### config.mk
export PLATFORM = sky130hd
export DESIGN_NAME = visaccum
export DESIGN_NICKNAME = d
export VERILOG_FILES = /design/src/rtl/corr_pkg.sv /design/src/rtl/visaccum_add.sv /design/src/rtl/visaccum.sv
export SDC_FILE = /design/constraint.sdc
export NUM_CORES = 1
export LEC_CHECK = 0
export CORE_UTILIZATION = 50
export DETAILED_ROUTE_END_ITERATION = 7
export PLACE_DENSITY_LB_ADDON = 0.15
export SLEW_MARGIN = 20
export SYNTH_ARGS = -nofsm -noshare
export SYNTH_HDL_FRONTEND = slang
export SYNTH_SLANG_ARGS = --single-unit
export TNS_END_PERCENT = 1
### constraint.sdc
create_clock -name clock -period 3.7 [get_ports clock]
set_clock_uncertainty 0.05 [all_clocks]
set_input_delay 0.74 -clock clock [delete_from_list [all_inputs] [get_ports clock]]
set_output_delay 0.74 -clock clock [all_outputs]
set_load 0.01 [all_outputs]
### src/rtl/corr_pkg.sv
// ---------------------------------------------------------------------------
// corr_pkg -- definitions shared by the correlator back end (visfinal,
// visaccum and the partial-sum stage).
//   * default datapath sizes
//   * clog2 helper clamped to a minimum of 1 bit
//   * saturation limit helpers for an arbitrary result width
//   * frame-flag encoding {first,last} carried alongside each word
// ---------------------------------------------------------------------------
package corr_pkg;

   localparam int IBITS_DEF = 5;
   localparam int OBITS_DEF = 8;
   localparam int NSUMS_DEF = 4;

   // {first, last} as seen on the stream
   typedef enum logic [1:0] {
      FRAME_MID    = 2'b00,
      FRAME_LAST   = 2'b01,
      FRAME_FIRST  = 2'b10,
      FRAME_SINGLE = 2'b11
   } frame_flag_e;

   // ceil(log2(n)), never less than 1 so a single-channel build still has an index bit
   function automatic int clog2_min1(input int n);
      int r;
      r = 0;
      while ((1 << r) < n) begin
         r = r + 1;
      end
      return (r < 1) ? 1 : r;
   endfunction

   // Largest representable value of a w-bit result (w <= 63)
   function automatic logic [63:0] sat_max(input int w, input bit sgn);
      return sgn ? ((64'd1 << (w - 1)) - 64'd1) : ((64'd1 << w) - 64'd1);
   endfunction

   // Smallest representable value, as a 64-bit two's-complement pattern;
   // truncating it to w bits gives the w-bit minimum
   function automatic logic [63:0] sat_min(input int w, input bit sgn);
      return sgn ? ~((64'd1 << (w - 1)) - 64'd1) : 64'd0;
   endfunction

endpackage

### src/rtl/visaccum_add.sv
// ---------------------------------------------------------------------------
// visaccum_add -- combinational extend/add/clamp for one accumulator channel.
//   sum = (first ? 0 : acc) + ext(data)
// ext() sign-extends when SIGNED != 0, zero-extends otherwise.
// Build option VISACCUM_SATURATE_EN: the add is done one bit wider and the
// result is clamped to the OBITS range, with ovf flagging the clamp.
// Without it the add wraps modulo 2^OBITS and ovf is 0.
// Ports:
//   first  in  1      start of frame, discard acc
//   acc    in  OBITS  current channel sum
//   data   in  IBITS  incoming partial visibility
//   sum    out OBITS  new channel sum
//   ovf    out 1      clamp applied to this add
// ---------------------------------------------------------------------------
module visaccum_add
   import corr_pkg::*;
#(
   parameter int IBITS  = IBITS_DEF,
   parameter int OBITS  = OBITS_DEF,
   parameter int SIGNED = 0
) (
   input  logic             first,
   input  logic [OBITS-1:0] acc,
   input  logic [IBITS-1:0] data,
   output logic [OBITS-1:0] sum,
   output logic             ovf
);

`ifdef VISACCUM_SATURATE_EN
   localparam int XW = OBITS + 1;
`else
   localparam int XW = OBITS;
`endif

   logic [XW-1:0] acc_x;
   logic [XW-1:0] data_x;
   logic [XW-1:0] raw;

   always_comb begin
      if (SIGNED != 0) begin
         acc_x  = XW'($signed(acc));
         data_x = XW'($signed(data));
      end else begin
         acc_x  = XW'(acc);
         data_x = XW'(data);
      end
      if (first) begin
         acc_x = '0;
      end
      raw = acc_x + data_x;
      sum = raw[OBITS-1:0];
      ovf = 1'b0;
`ifdef VISACCUM_SATURATE_EN
      // The stored sum is always in range, so the guard bit is enough to
      // detect overflow: sign disagreement (signed) or carry out (unsigned).
      if (SIGNED != 0) begin
         if (raw[XW-1] != raw[XW-2]) begin
            ovf = 1'b1;
            sum = raw[XW-1] ? OBITS'(sat_min(OBITS, 1'b1)) : OBITS'(sat_max(OBITS, 1'b1));
         end
      end else if (raw[XW-1]) begin
         ovf = 1'b1;
         sum = OBITS'(sat_max(OBITS, 1'b0));
      end
`endif
   end

endmodule

### src/rtl/visaccum.sv
// ---------------------------------------------------------------------------
// visaccum -- final-visibility accumulator.
// Takes an interleaved stream of NSUMS partial visibilities per group, sums
// each channel across a frame (first_i .. last_i) and emits the NSUMS totals
// while the frame's last group passes through. Latency valid_i -> valid_o is
// 2 cycles. Build option VISACCUM_SATURATE_EN selects saturating arithmetic
// with a sticky per-channel overflow flag; otherwise sums wrap and
// overflow_o is 0.
// Ports:
//   clock, reset       rising-edge clock, synchronous active-high reset
//   valid_i            data_i carries one channel word
//   first_i / last_i   word belongs to first / last group of a frame
//   data_i   [IBITS]   partial visibility
//   valid_o            data_o carries a finished channel sum
//   first_o / last_o   emitted word is channel 0 / channel NSUMS-1
//   data_o   [OBITS]   finished sum
//   overflow_o         emitted sum was clamped during its frame
// ---------------------------------------------------------------------------
module visaccum
   import corr_pkg::*;
#(
   parameter int IBITS  = IBITS_DEF,
   parameter int OBITS  = OBITS_DEF,
   parameter int NSUMS  = NSUMS_DEF,
   parameter int ABITS  = clog2_min1(NSUMS),
   parameter int SIGNED = 0
) (
   input  logic             clock,
   input  logic             reset,
   input  logic             valid_i,
   input  logic             first_i,
   input  logic             last_i,
   input  logic [IBITS-1:0] data_i,
   output logic             valid_o,
   output logic             first_o,
   output logic             last_o,
   output logic [OBITS-1:0] data_o,
   output logic             overflow_o
);

   if (OBITS < IBITS) begin : g_bad_obits
      $error("visaccum: OBITS must be >= IBITS");
   end
   if (NSUMS < 1) begin : g_bad_nsums
      $error("visaccum: NSUMS must be >= 1");
   end

   localparam logic [ABITS-1:0] ADR_LAST = ABITS'(NSUMS - 1);

   logic [ABITS-1:0] adr;

   logic             s1_valid;
   frame_flag_e      s1_flags;
   logic [IBITS-1:0] s1_data;
   logic [ABITS-1:0] s1_adr;
   logic             s1_first;
   logic             s1_last;
   logic             s1_emit;

   logic [OBITS-1:0] acc [NSUMS];
   logic [OBITS-1:0] acc_rd;
   logic [OBITS-1:0] sum;
   logic             add_ovf;
   logic             frame_ovf;

   assign s1_first = (s1_flags == FRAME_FIRST) || (s1_flags == FRAME_SINGLE);
   assign s1_last  = (s1_flags == FRAME_LAST)  || (s1_flags == FRAME_SINGLE);
   assign s1_emit  = s1_valid && s1_last;

   // Combinational read: with NSUMS=1 back-to-back words see the previous
   // write already, so no forwarding path is needed.
   assign acc_rd = acc[s1_adr];

   visaccum_add #(
      .IBITS  (IBITS),
      .OBITS  (OBITS),
      .SIGNED (SIGNED)
   ) u_add (
      .first (s1_first),
      .acc   (acc_rd),
      .data  (s1_data),
      .sum   (sum),
      .ovf   (add_ovf)
   );

   // channel index and stage 1 word register
   always_ff @(posedge clock) begin
      if (reset) begin
         adr      <= '0;
         s1_valid <= 1'b0;
         s1_flags <= FRAME_MID;
         s1_data  <= '0;
         s1_adr   <= '0;
      end else begin
         s1_valid <= valid_i;
         if (valid_i) begin
            s1_data  <= data_i;
            s1_flags <= frame_flag_e'({first_i, last_i});
            s1_adr   <= adr;
            adr      <= (adr == ADR_LAST) ? '0 : adr + 1'b1;
         end
      end
   end

   // Accumulators are deliberately not cleared by reset; first_i reloads them.
   always_ff @(posedge clock) begin
      if (!reset && s1_valid) begin
         acc[s1_adr] <= sum;
      end
   end

`ifdef VISACCUM_SATURATE_EN
   logic ovf_arr [NSUMS];

   assign frame_ovf = add_ovf || (!s1_first && ovf_arr[s1_adr]);

   always_ff @(posedge clock) begin
      if (!reset && s1_valid) begin
         ovf_arr[s1_adr] <= frame_ovf;
      end
   end
`else
   assign frame_ovf = add_ovf;
`endif

   // stage 2 output register
   always_ff @(posedge clock) begin
      if (reset) begin
         valid_o    <= 1'b0;
         first_o    <= 1'b0;
         last_o     <= 1'b0;
         overflow_o <= 1'b0;
         data_o     <= '0;
      end else begin
         valid_o    <= s1_emit;
         first_o    <= s1_emit && (s1_adr == '0);
         last_o     <= s1_emit && (s1_adr == ADR_LAST);
         overflow_o <= s1_emit && frame_ovf;
         if (s1_emit) begin
            data_o <= sum;
         end
      end
   end

endmodule

# --- Word-level counts from Yosys, hierarchy flattened ---
# Memory sizes are Yosys's and may differ from the RTL's. A register that Yosys moved wholly into a read port is not among the register bits.
# Index checks and enable logic that the tools add are counted.
totals:
  mem_count: 1
  regBits: 23
  romBits: 0
  mem_bits_rw: 32
  latch_bits: 0
  output_inout_bits: 12
  elab_cells: 31
memory_table:
  columns: ["name", "depth", "word_bits", "read_ports", "rd_clocked_by_memory_dff", "wr", "line", "rtl"]
  rows:
  - ["acc", 4, 8, 1, 1, 1, "visaccum.sv:60", "logic [OBITS-1:0] acc [NSUMS];"]
classes:
  bitwise_logic: 0
  shifts: 0
  multipliers: 0
  n_eq_ne: 5
  div_mod_pow: 0
  muxes: 6
  order_cmp: 0
  n_addsub: 2
  n_reduce_logical: 8
op_table:
  columns: ["cell", "count"]
  rows:
  - ["adder 8 x 5 -> 8 bit", 1]
  - ["equality test 2 bit, second input constant", 4]
  - ["two-way mux 8 bit", 1]
  - ["two-way mux 2 bit", 3]
  - ["logical AND 1 bit", 4]
  - ["adder 2 x 1 -> 2 bit, second input constant", 1]
  - ["equality test 2 x 1 -> 1 bit, second input constant", 1]
  - ["logical NOT 2 bit", 1]
  - ["logical OR 1 bit", 2]
  - ["two-way mux 1 bit", 2]
  - ["logical NOT 1 bit", 1]

# --- Longest topological paths before layout ---
logic_depth:
  word_depth: 4
  mapped_depth: 11
  ltp_nobuf: 10

# --- Cells and area by module ---
# A second synthesis with hierarchy kept.
unflattened:
  cells_unflattened: 178
  hier_area_um2: 2454.9
modules_own_cells:
  columns: ["module", "area_each_um2", "seq_area_each_um2", "cells_per_inst", "instances"]
  rows:
  - ["visaccum", 2139.6, 1481.4, 137, 1]
  - ["visaccum_add", 315.3, 0.0, 41, 1]

# --- Worst setup path after synthesis ---
# OpenSTA, ideal clock, no wires.
synth_path:
  kind: "register to register"
  start: "register (tool-made name)"
  end: "memory acc[0][6] (netlist name), data pin"
  path_stages_with_launch: 12
  arrival_ns: 2.280
  synth_period_minus_slack_ns: 2.608
  setup_time_ns: 0.278
  required_ns: 3.372
  setup_slack_ns: 1.092
  cell_sequence: "dfxtp_1 -> buf_6 -> mux4_1 -> nor2b_1 -> ha_1 -> inv_1 -> fa_1 -> nor2b_1 -> o31a_1 -> o21ai_1 -> xor2_1 -> nor2_1"
synth_rtl:
  columns: ["element", "line"]
  rows:
  - ["end: declaration", "visaccum.sv:60"]

==> flow_summary.json <==
{
  "dp_hpwl_um": 2810,
  "tns_ns": 0,
  "final_common_cell": "edfxtp_1",
  "status": "complete, but fails checks",
  "grt_pass1_wl_um": 6910,
  "hold_viol_final": 0,
  "leakagePower_nw": 1.05,
  "rsz0062_at_grt": "false",
  "dpl.cell_count": 239,
  "worstMarginPinSlew_ns": 0.732,
  "slew_violations": 0,
  "cts_setup_buffers": 0,
  "worst-path-max-fanout": 10,
  "reg2reg_depth": 10,
  "avgViaCountPerCell": 5.42,
  "start_util": 0.530,
  "power_density_nw_per_um2": 512,
  "drt_pass1_iterations": 6,
  "setup_viol": 0,
  "ios": 22,
  "ctsResizeCount": 0,
  "max_cap_viol_count": 0,
  "syn_nets": 190,
  "nets": 215,
  "synth_edf_count": 32,
  "grt_max_degree": 24,
  "place.gp.congestion": 0.738,
  "cp-end-kind": "register",
  "critPathCapture": "acc[0][6]",
  "slew_headroom": 0.510,
  "diodes": 0,
  "grt_pass1_vias": 1455,
  "std_cell_rows": 24,
  "cts-htree-levels": 3,
  "io_buffers": 20,
  "syn2layout_area_growth_pct": 18.9,
  "clkTransAtPathRegs_ns": 0.06,
  "path_class": "register to register",
  "cts_tree": "yes",
  "peakVddDrop_mv": 0.284,
  "min_path_type": "register to register",
  "wl_um": 4100,
  "coreArea_sq_um": 4440,
  "yosysSeqAreaShare": 0.621,
  "cts_inserted_buffers": 9,
  "netlist_instances": 173,
  "root_buffer": "clkbuf_8",
  "timing.rr.end": "acc[0][6]",
  "syn_area_sq_um": 2350,
  "startpoint_type": "register",
  "period_share": 0.823,
  "async_reset_ff_frac": 0,
  "cts_num_sinks": 57,
  "synth-seq-cells": 57,
  "yosysUniqueCellTypes": 39,
  "clockBufferDepth": 2,
  "clkLatencyLatePin_ns": 0.33,
  "drive_gt1_frac": 0.0887,
  "ant_nets": 0,
  "layout_common_cells": "edfxtp_1, dfxtp_1, clkdlybuf4s50_1",
  "dr_total_vias": 1381,
  "ys.flop_type": "edfxtp_1",
  "drc": 3,
  "required_ns": 3.70,
  "track_usage": 0.193,
  "grt-ovfl-total": 0,
  "fp.dieH_um": 70.6,
  "nFillCells": 336,
  "finalNonFillerCells": 255,
  "die_area_sq_um": 4990,
  "wire_per_inst_um": 16.1,
  "violations": "DRC",
  "antenna_found_initial": 0,
  "initialDrtViolationCount": 76,
  "die_w_um": 70.6,
  "avgSynthCellArea_sq_um": 13.6,
  "yosys_warnings": 0,
  "fin_crit_ns": 3.05,
  "max_freq_mhz": 328,
  "holdBufCountCts": 0,
  "cp.arrival_ns": 3.04,
  "reg2reg_slack_ns": 0.65
}
## per-stage QoR
step	utilization	setup slack (ns)	hold WS, ns	power, mW	area (sq um)
finish	0.630	0.654	0.405	1.43	2800
detailed placement	0.583	0.638	0.399	0.851	2590
floorplan	-	1.09	0.417	0.810	2350
global route	0.630	0.441	0.429	1.49	2800
CTS	0.630	0.640	0.407	1.45	2800
global placement	0.583	0.727	0.399	0.845	2590
## state kept, by name, summed over array words and instances (netlist names), named ones only
name	cells
adr	2
s1_adr	2
s1_data	5
first_o	1
s1_flags	2
last_o	1
s1_valid	1
acc	32
data_o	8
valid_o	1
## kinds of logic (layout without fill, tap and decap cells)
logic type / count (synthesis) / after routing / synth area share
muxes: 19 / 19 / 0.126
AOI/OAI and AO/OA: 20 / 20 / 0.0574
other: 1 / 1 / 0.00159
adders and majority gates: 7 / 7 / 0.0404
xor gates and xnor gates: 5 / 5 / 0.0186
DFF: 57 / 57 / 0.621
buffers and inverters: 12 / 42 / 0.0250
and+or+nand+nor: 52 / 52 / 0.110
## worst max-delay path, cell delays in order, from the launching register on
cell,delay (ns)
dfxtp_1,0.65
mux4_1,0.61
nor2b_1,0.15
ha_1,0.22
inv_1,0.07
fa_1,0.21
nor2b_1,0.07
o31a_1,0.25
o21ai_1,0.15
xor2_1,0.23
nor2_1,0.12
## layout make-up
class                           instances  area (sq um)  area share
Inverter                                4          15.0     0.00537
Multi-Input combinational cell        104           833       0.298
Timing Repair Buffer                   22           215      0.0769
Tap cell                               52          65.1      0.0233
Clock buffer                           14           174      0.0622
Sequential cell                        57          1460       0.522
Clock inverter                          2          33.8      0.0121
## metal layers
| layer | vias up | track usage | share of wire |
|---|---|---|---|
| met5 | - | 0 | 0 |
| met3 | 11 | 0.0570 | 0.032 |
| met4 | 0 | 0.113 | 0.020 |
| met1 | 668 | 0.235 | 0.46 |
| met2 | 19 | 0.309 | 0.49 |
| li1 | 683 | - | - |
## synthesized netlist by cell type (all sizes together), types with 2 or more instances
| library cell | number | area (sq um) |
|---|---|---|
| clkbuf | 4 | 15.0 |
| nor2 | 19 | 71.3 |
| nand3b | 3 | 22.5 |
| nand3 | 4 | 20.0 |
| edfxtp | 32 | 961 |
| nor2b | 8 | 50.1 |
| inv | 4 | 15.0 |
| a21oi | 9 | 45.0 |
| mux4 | 7 | 176 |
| a21o | 2 | 15.0 |
| nand2 | 9 | 33.8 |
| buf | 4 | 28.8 |
| xnor2 | 4 | 35.0 |
| dfxtp | 25 | 500 |
| mux2i | 12 | 120 |
| o21ai | 2 | 10.0 |
| ha | 6 | 75.1 |
| and2 | 2 | 12.5 |
## worst min-delay path by stage
stage	start	cells past startpoint	endpoint
after global placement	data_o[0]	2	data_o[0]
final	data_o[0]	2	data_o[0]
after detailed placement	data_o[0]	2	data_o[0]
after CTS	data_o[0]	2	data_o[0]
after floorplan	s1_data[4]	2	s1_data[4]
after global routing	data_o[0]	2	data_o[0]
## power breakdown
part	internal [mW]	switching (mW)
combinational	0.0564	0.0648
clock	0.369	0.228
sequential	0.700	0.0157
(Power assumes the default switching activity.)
==> patch 1 (config.mk and constraints unchanged) <==
Remove the register `first_o`: a continuous assignment takes its place, so the output `first_o` follows one clock earlier.
--- a/src/rtl/visaccum.sv
+++ b/src/rtl/visaccum.sv
@@ -127,13 +127,11 @@
    always_ff @(posedge clock) begin
       if (reset) begin
          valid_o    <= 1'b0;
-         first_o    <= 1'b0;
          last_o     <= 1'b0;
          overflow_o <= 1'b0;
          data_o     <= '0;
       end else begin
          valid_o    <= s1_emit;
-         first_o    <= s1_emit && (s1_adr == '0);
          last_o     <= s1_emit && (s1_adr == ADR_LAST);
          overflow_o <= s1_emit && frame_ovf;
          if (s1_emit) begin
@@ -142,5 +140,7 @@
       end
    end
 
+   assign first_o = s1_emit && (s1_adr == '0);
+
 endmodule
 
Check against the original RTL: not equivalent (a bounded check fails within 4 cycles, from zero or initial values and one cycle with reset high).
==> patch 1 against the original RTL <==
Cell count decreased by 3.1%; setup slack improved by 0.18 ns; non-clock buffer count increased by 1; sequential cell count decreased by 1; design area decreased by 4.7%; power decreased by 19%; routed wire length increased by 6.0%; synthesized area decreased by 0.90%; global-route usage increased by 0.30 points; utilization decreased by 2.5 points; sequential power decreased by 2%; combinational power increased by 3%.
==> patch 1: results (changes against the original RTL) <==
io_buffer_count: 20  # unchanged
holdCritPathClass: "reg2reg"  # unchanged
grt_pass1_vias: 1475  # was 1455
yosys_warnings: 0  # unchanged
clkLatencyLatePin_ns: 0.30  # was 0.33 ns
synthTopCellsByCount: "edfxtp_1, dfxtp_1, nor2_1"  # unchanged
tightest_slew_ns: 0.8497  # was 0.7325 ns
cts_buffer_depth: 2  # unchanged
routabilityCongestion: 0.8221  # was 0.7381
clkTransAtPathRegs_ns: 0.10  # was 0.06 ns
cp.arrival_ns: 2.85  # was 3.04 ns
dr.first_iter.drc_count: 62  # was 76
grt_usage_pct: 19.62  # was 19.32%
synthArstFlopShare_pct: 0  # unchanged
vias_per_cell: 5.551  # was 5.416
layout-drive-gt1-share_pct: 7.692  # was 8.867%
nFillCells: 350  # was 336
htree_levels: 2  # was 3
synthesis.nets: 189  # was 190
status: "finished clean"  # was complete, but fails checks
ir_drop_mv: 0.2519  # was 0.2844 mV
cts_resized: 0  # unchanged
worstPathMaxFanout: 10  # unchanged
nets: 211  # was 215
numCtsBuffers: 5  # was 9
reg2regPathDepth: 11  # was 10
post-cts-setup-buffers: 0  # unchanged
synth_seq_area_share_pct: 61.80  # was 62.09%
grt_first_pass_wirelength_mm: 7.182  # was 6.906 mm
p_leak_nw: 0.9891  # was 1.047 nW
wirelength_mm: 4.350  # was 4.103 mm
ys_types: 40  # was 39
yosys-top-cells-area: "edfxtp_1, dfxtp_1, mux4_1, mux2i_1, ha_1"  # unchanged
first_pass_iters: 4  # was 6
dp_hpwl_mm: 3.073  # was 2.809 mm
patch 1: logic make-up (layout without fill, tap and decap cells):
group	Yosys count	after routing	synth area share, %
XOR/XNOR	5	5	1.878
other	1	1	0.1608
multiplexers	19	19	12.71
AND/OR/NAND/NOR	52	52	11.05
flip-flops	56	56	61.80
AO/OA/AOI/OAI	20	20	5.794
adder cells (fa/ha/maj)	7	7	4.077
buffers and inverters	12	35	2.521
patch 1: final cells by class:
cell class,instances,area share (%)
sequential,56,54.03
multi-input combinational,104,31.19
timing repair buffer,23,8.349
clock buffer,5,2.580
tap,52,2.439
clock inverter,3,0.8443
inverter,4,0.5629
patch 1: power breakdown:
group | total, W | internal, W | switching (W) | leakage, nW
clock | 0.000333 | 0.000136 | 0.000197 | 0.0485
sequential | 0.000702 | 0.000688 | 0.0000137 | 0.486
combinational | 0.000125 | 0.0000575 | 0.0000678 | 0.454
patch 1: path summary, 6_finish.rpt:
check,from,end,slack [ns]
min,data_o[0]$_SDFFE_PP0P_,data_o[0]$_SDFFE_PP0P_,0.42
max reg2reg,flop,acc[1][6]$_DFFE_PP_,0.84
min reg2reg,data_o[0]$_SDFFE_PP0P_,data_o[0]$_SDFFE_PP0P_,0.42
max,flop,acc[1][6]$_DFFE_PP_,0.84
patch 1: critical path, cell delays in order (launching register included):
cell     delay (ns)
dfxtp_1        0.32
buf_4          0.20
mux4_1         0.55
nor2b_1        0.15
ha_1           0.21
inv_1          0.07
fa_1           0.22
nor2b_1        0.09
o31a_1         0.25
o21ai_1        0.15
xor2_1         0.23
nor2_1         0.11
patch 1: per-layer routing:
metal,GRT usage (%),share of wire (%)
met1,25.65,45
met5,0,0
met2,32.17,49
met4,6.000,1.3
met3,4.906,4.2
patch 1: per-stage QoR:
step	worst slack [ns]	power, W	cell area (um^2)	cells	hold WS [ns]
final	0.8366	0.001160	2668	247	0.4230
after detailed placement	0.8479	0.0008415	2576	239	0.4071
after CTS	0.8214	0.001171	2668	247	0.4251
after global placement	0.9395	0.0008335	2576	239	0.3993
after floorplan	1.092	0.0007986	2332	172	0.4171
after global routing	0.6037	0.001209	2668	247	0.4541
==> patch 2 (same settings) <==
Made on the original files. Set the package constant `NSUMS_DEF` to 8 (it was 4).
--- a/src/rtl/corr_pkg.sv
+++ b/src/rtl/corr_pkg.sv
@@ -10,7 +10,7 @@
 
    localparam int IBITS_DEF = 5;
    localparam int OBITS_DEF = 8;
-   localparam int NSUMS_DEF = 4;
+   localparam int NSUMS_DEF = 8;
 
    // {first, last} as seen on the stream
    typedef enum logic [1:0] {
Behaviour: not the same (a bounded check fails within 10 cycles, from zero or initial values and one cycle with reset high).
==> patch 2 against the original RTL <==
Routed wire length increased by 70%; design area grew 52%; clock power increased by 15%; critical endpoint is now acc[3][6]$_DFFE_PP_; sequential cell count is 35 higher; setup slack worse by 0.18 ns; utilization shrank 1.7 points; largest power group unchanged; fmax shrank 5.5%; power up 40%; synthesized area is 56% higher.
==> patch 2: results (changes against the original RTL) <==
clkLatencyLatePin_ns: 0.36  # was 0.33 ns
io_buffer_count: 20  # unchanged
synthMuxAreaShare_pct: 14.74  # was 12.60%
status: "finished clean"  # was complete, but fails checks
layout-drive-gt1-share_pct: 16.79  # was 8.867%
instances_no_fill: 376  # was 255
p_int_w: 0.001570  # was 0.001125 W
p_leak_nw: 1.476  # was 1.047 nW
yosys-top-cells-area: "edfxtp_1, dfxtp_1, mux4_2, mux2i_1, nor2_1"  # was edfxtp_1, dfxtp_1, mux4_1, mux2i_1, ha_1
final_max_slew_viol_count: 0  # unchanged
post-cts-setup-buffers: 0  # unchanged
numCtsBuffers: 9  # unchanged
first_pass_iters: 4  # was 6
p_switching_w: 0.0004404  # was 0.0003080 W
ir_drop_mv: 0.2696  # was 0.2844 mV
grt_first_pass_wirelength_mm: 11.01  # was 6.906 mm
synthesis.nets: 258  # was 190
synth_seq_area_share_pct: 67.55  # was 62.09%
slew_headroom_pct: 49.22  # was 50.99%
sequentialPowerShare_pct: 57.6  # was 49.9%
synth_compound_area_share_pct: 3.779  # was 5.742%
nFillCells: 525  # was 336
cp.arrival_ns: 3.23  # was 3.04 ns
synthTopCellsByCount: "edfxtp_1, nor2_1, dfxtp_1"  # was edfxtp_1, dfxtp_1, nor2_1
wirelength_mm: 6.995  # was 4.103 mm
diodes: 0  # unchanged
grt_usage_pct: 20.94  # was 19.32%
place_ws_ns: 0.5022  # was 0.6376 ns
ff2ff_setup_slack_ns: 0.48  # was 0.65 ns
power_frac_comb_pct: 8.3  # was 8.5%
yosys_warnings: 0  # unchanged
dp_cells: 360  # was 239
ys_types: 34  # was 39
clkTransAtPathRegs_ns: 0.09  # was 0.06 ns
grt_max_degree: 24  # unchanged
reg_top3: "acc: 64 flops, data_o: 8 flops, s1_data: 5 flops"  # was acc: 32 flops, data_o: 8 flops, s1_data: 5 flops
nets: 293  # was 215
grt_pass1_vias: 1993  # was 1455
endpoint_kind: "flop"  # unchanged
fin_worst_hold_slack_ns: 0.4055  # was 0.4050 ns
dr.first_iter.drc_count: 158  # was 76
routabilityCongestion: 0.8817  # was 0.7381
worstPathMaxFanout: 9  # was 10
whs_endpoint: "data_o[4]$_SDFFE_PP0P_"  # was data_o[0]$_SDFFE_PP0P_
postPlaceCellArea_mm2: 0.004050  # was 0.002590 mm^2
r2r-end: "acc[3][6]$_DFFE_PP_"  # was acc[0][6]$_DFFE_PP_
vias_per_cell: 5.322  # was 5.416
critPathLaunchType: "flop"  # unchanged
dp_hpwl_mm: 4.767  # was 2.809 mm
period_needed_ns: 3.222  # was 3.046 ns
synthAdderAreaFrac_pct: 2.928  # was 4.040%
reg2regPathDepth: 10  # unchanged
avgSynthCellArea_um2: 15.31  # was 13.60 um^2
synth_edf_count: 64  # was 32
min_from: "data_o[4]$_SDFFE_PP0P_"  # was data_o[0]$_SDFFE_PP0P_
synth-xor-area-share_pct: 1.192  # was 1.861%
[patch 2: layout make-up]
type                    instances  area (um^2)  area share (%)
flip-flops and latches         92         2482           58.34
well taps                      96        120.1           2.823
inverters                       5        18.77          0.4410
clock inverters                 3        45.04           1.059
clock buffers                  13        160.2           3.764
multi-input cells             132         1116           26.23
repair buffers                 35        312.8           7.351
[patch 2: worst max-delay path: stages, from the launching register on]
cell,delay (ns)
dfxtp_1,0.58
mux4_2,0.38
mux2i_1,0.28
nor2_1,0.08
ha_1,0.23
inv_1,0.08
fa_1,0.20
nor2b_1,0.07
o31a_1,0.27
o211ai_2,0.15
xor2_1,0.56
[patch 2: routing by layer]
layer  track usage, %  vias up  share of wire [%]  wire length (um)
met2            31.22       45                 47              3310
met1            30.03      995                 47              3310
met4            8.495        0               0.79                55
met3            4.713        6                4.5               318
met5                0        -                  0                 0
li1                 -      955                  -                 -
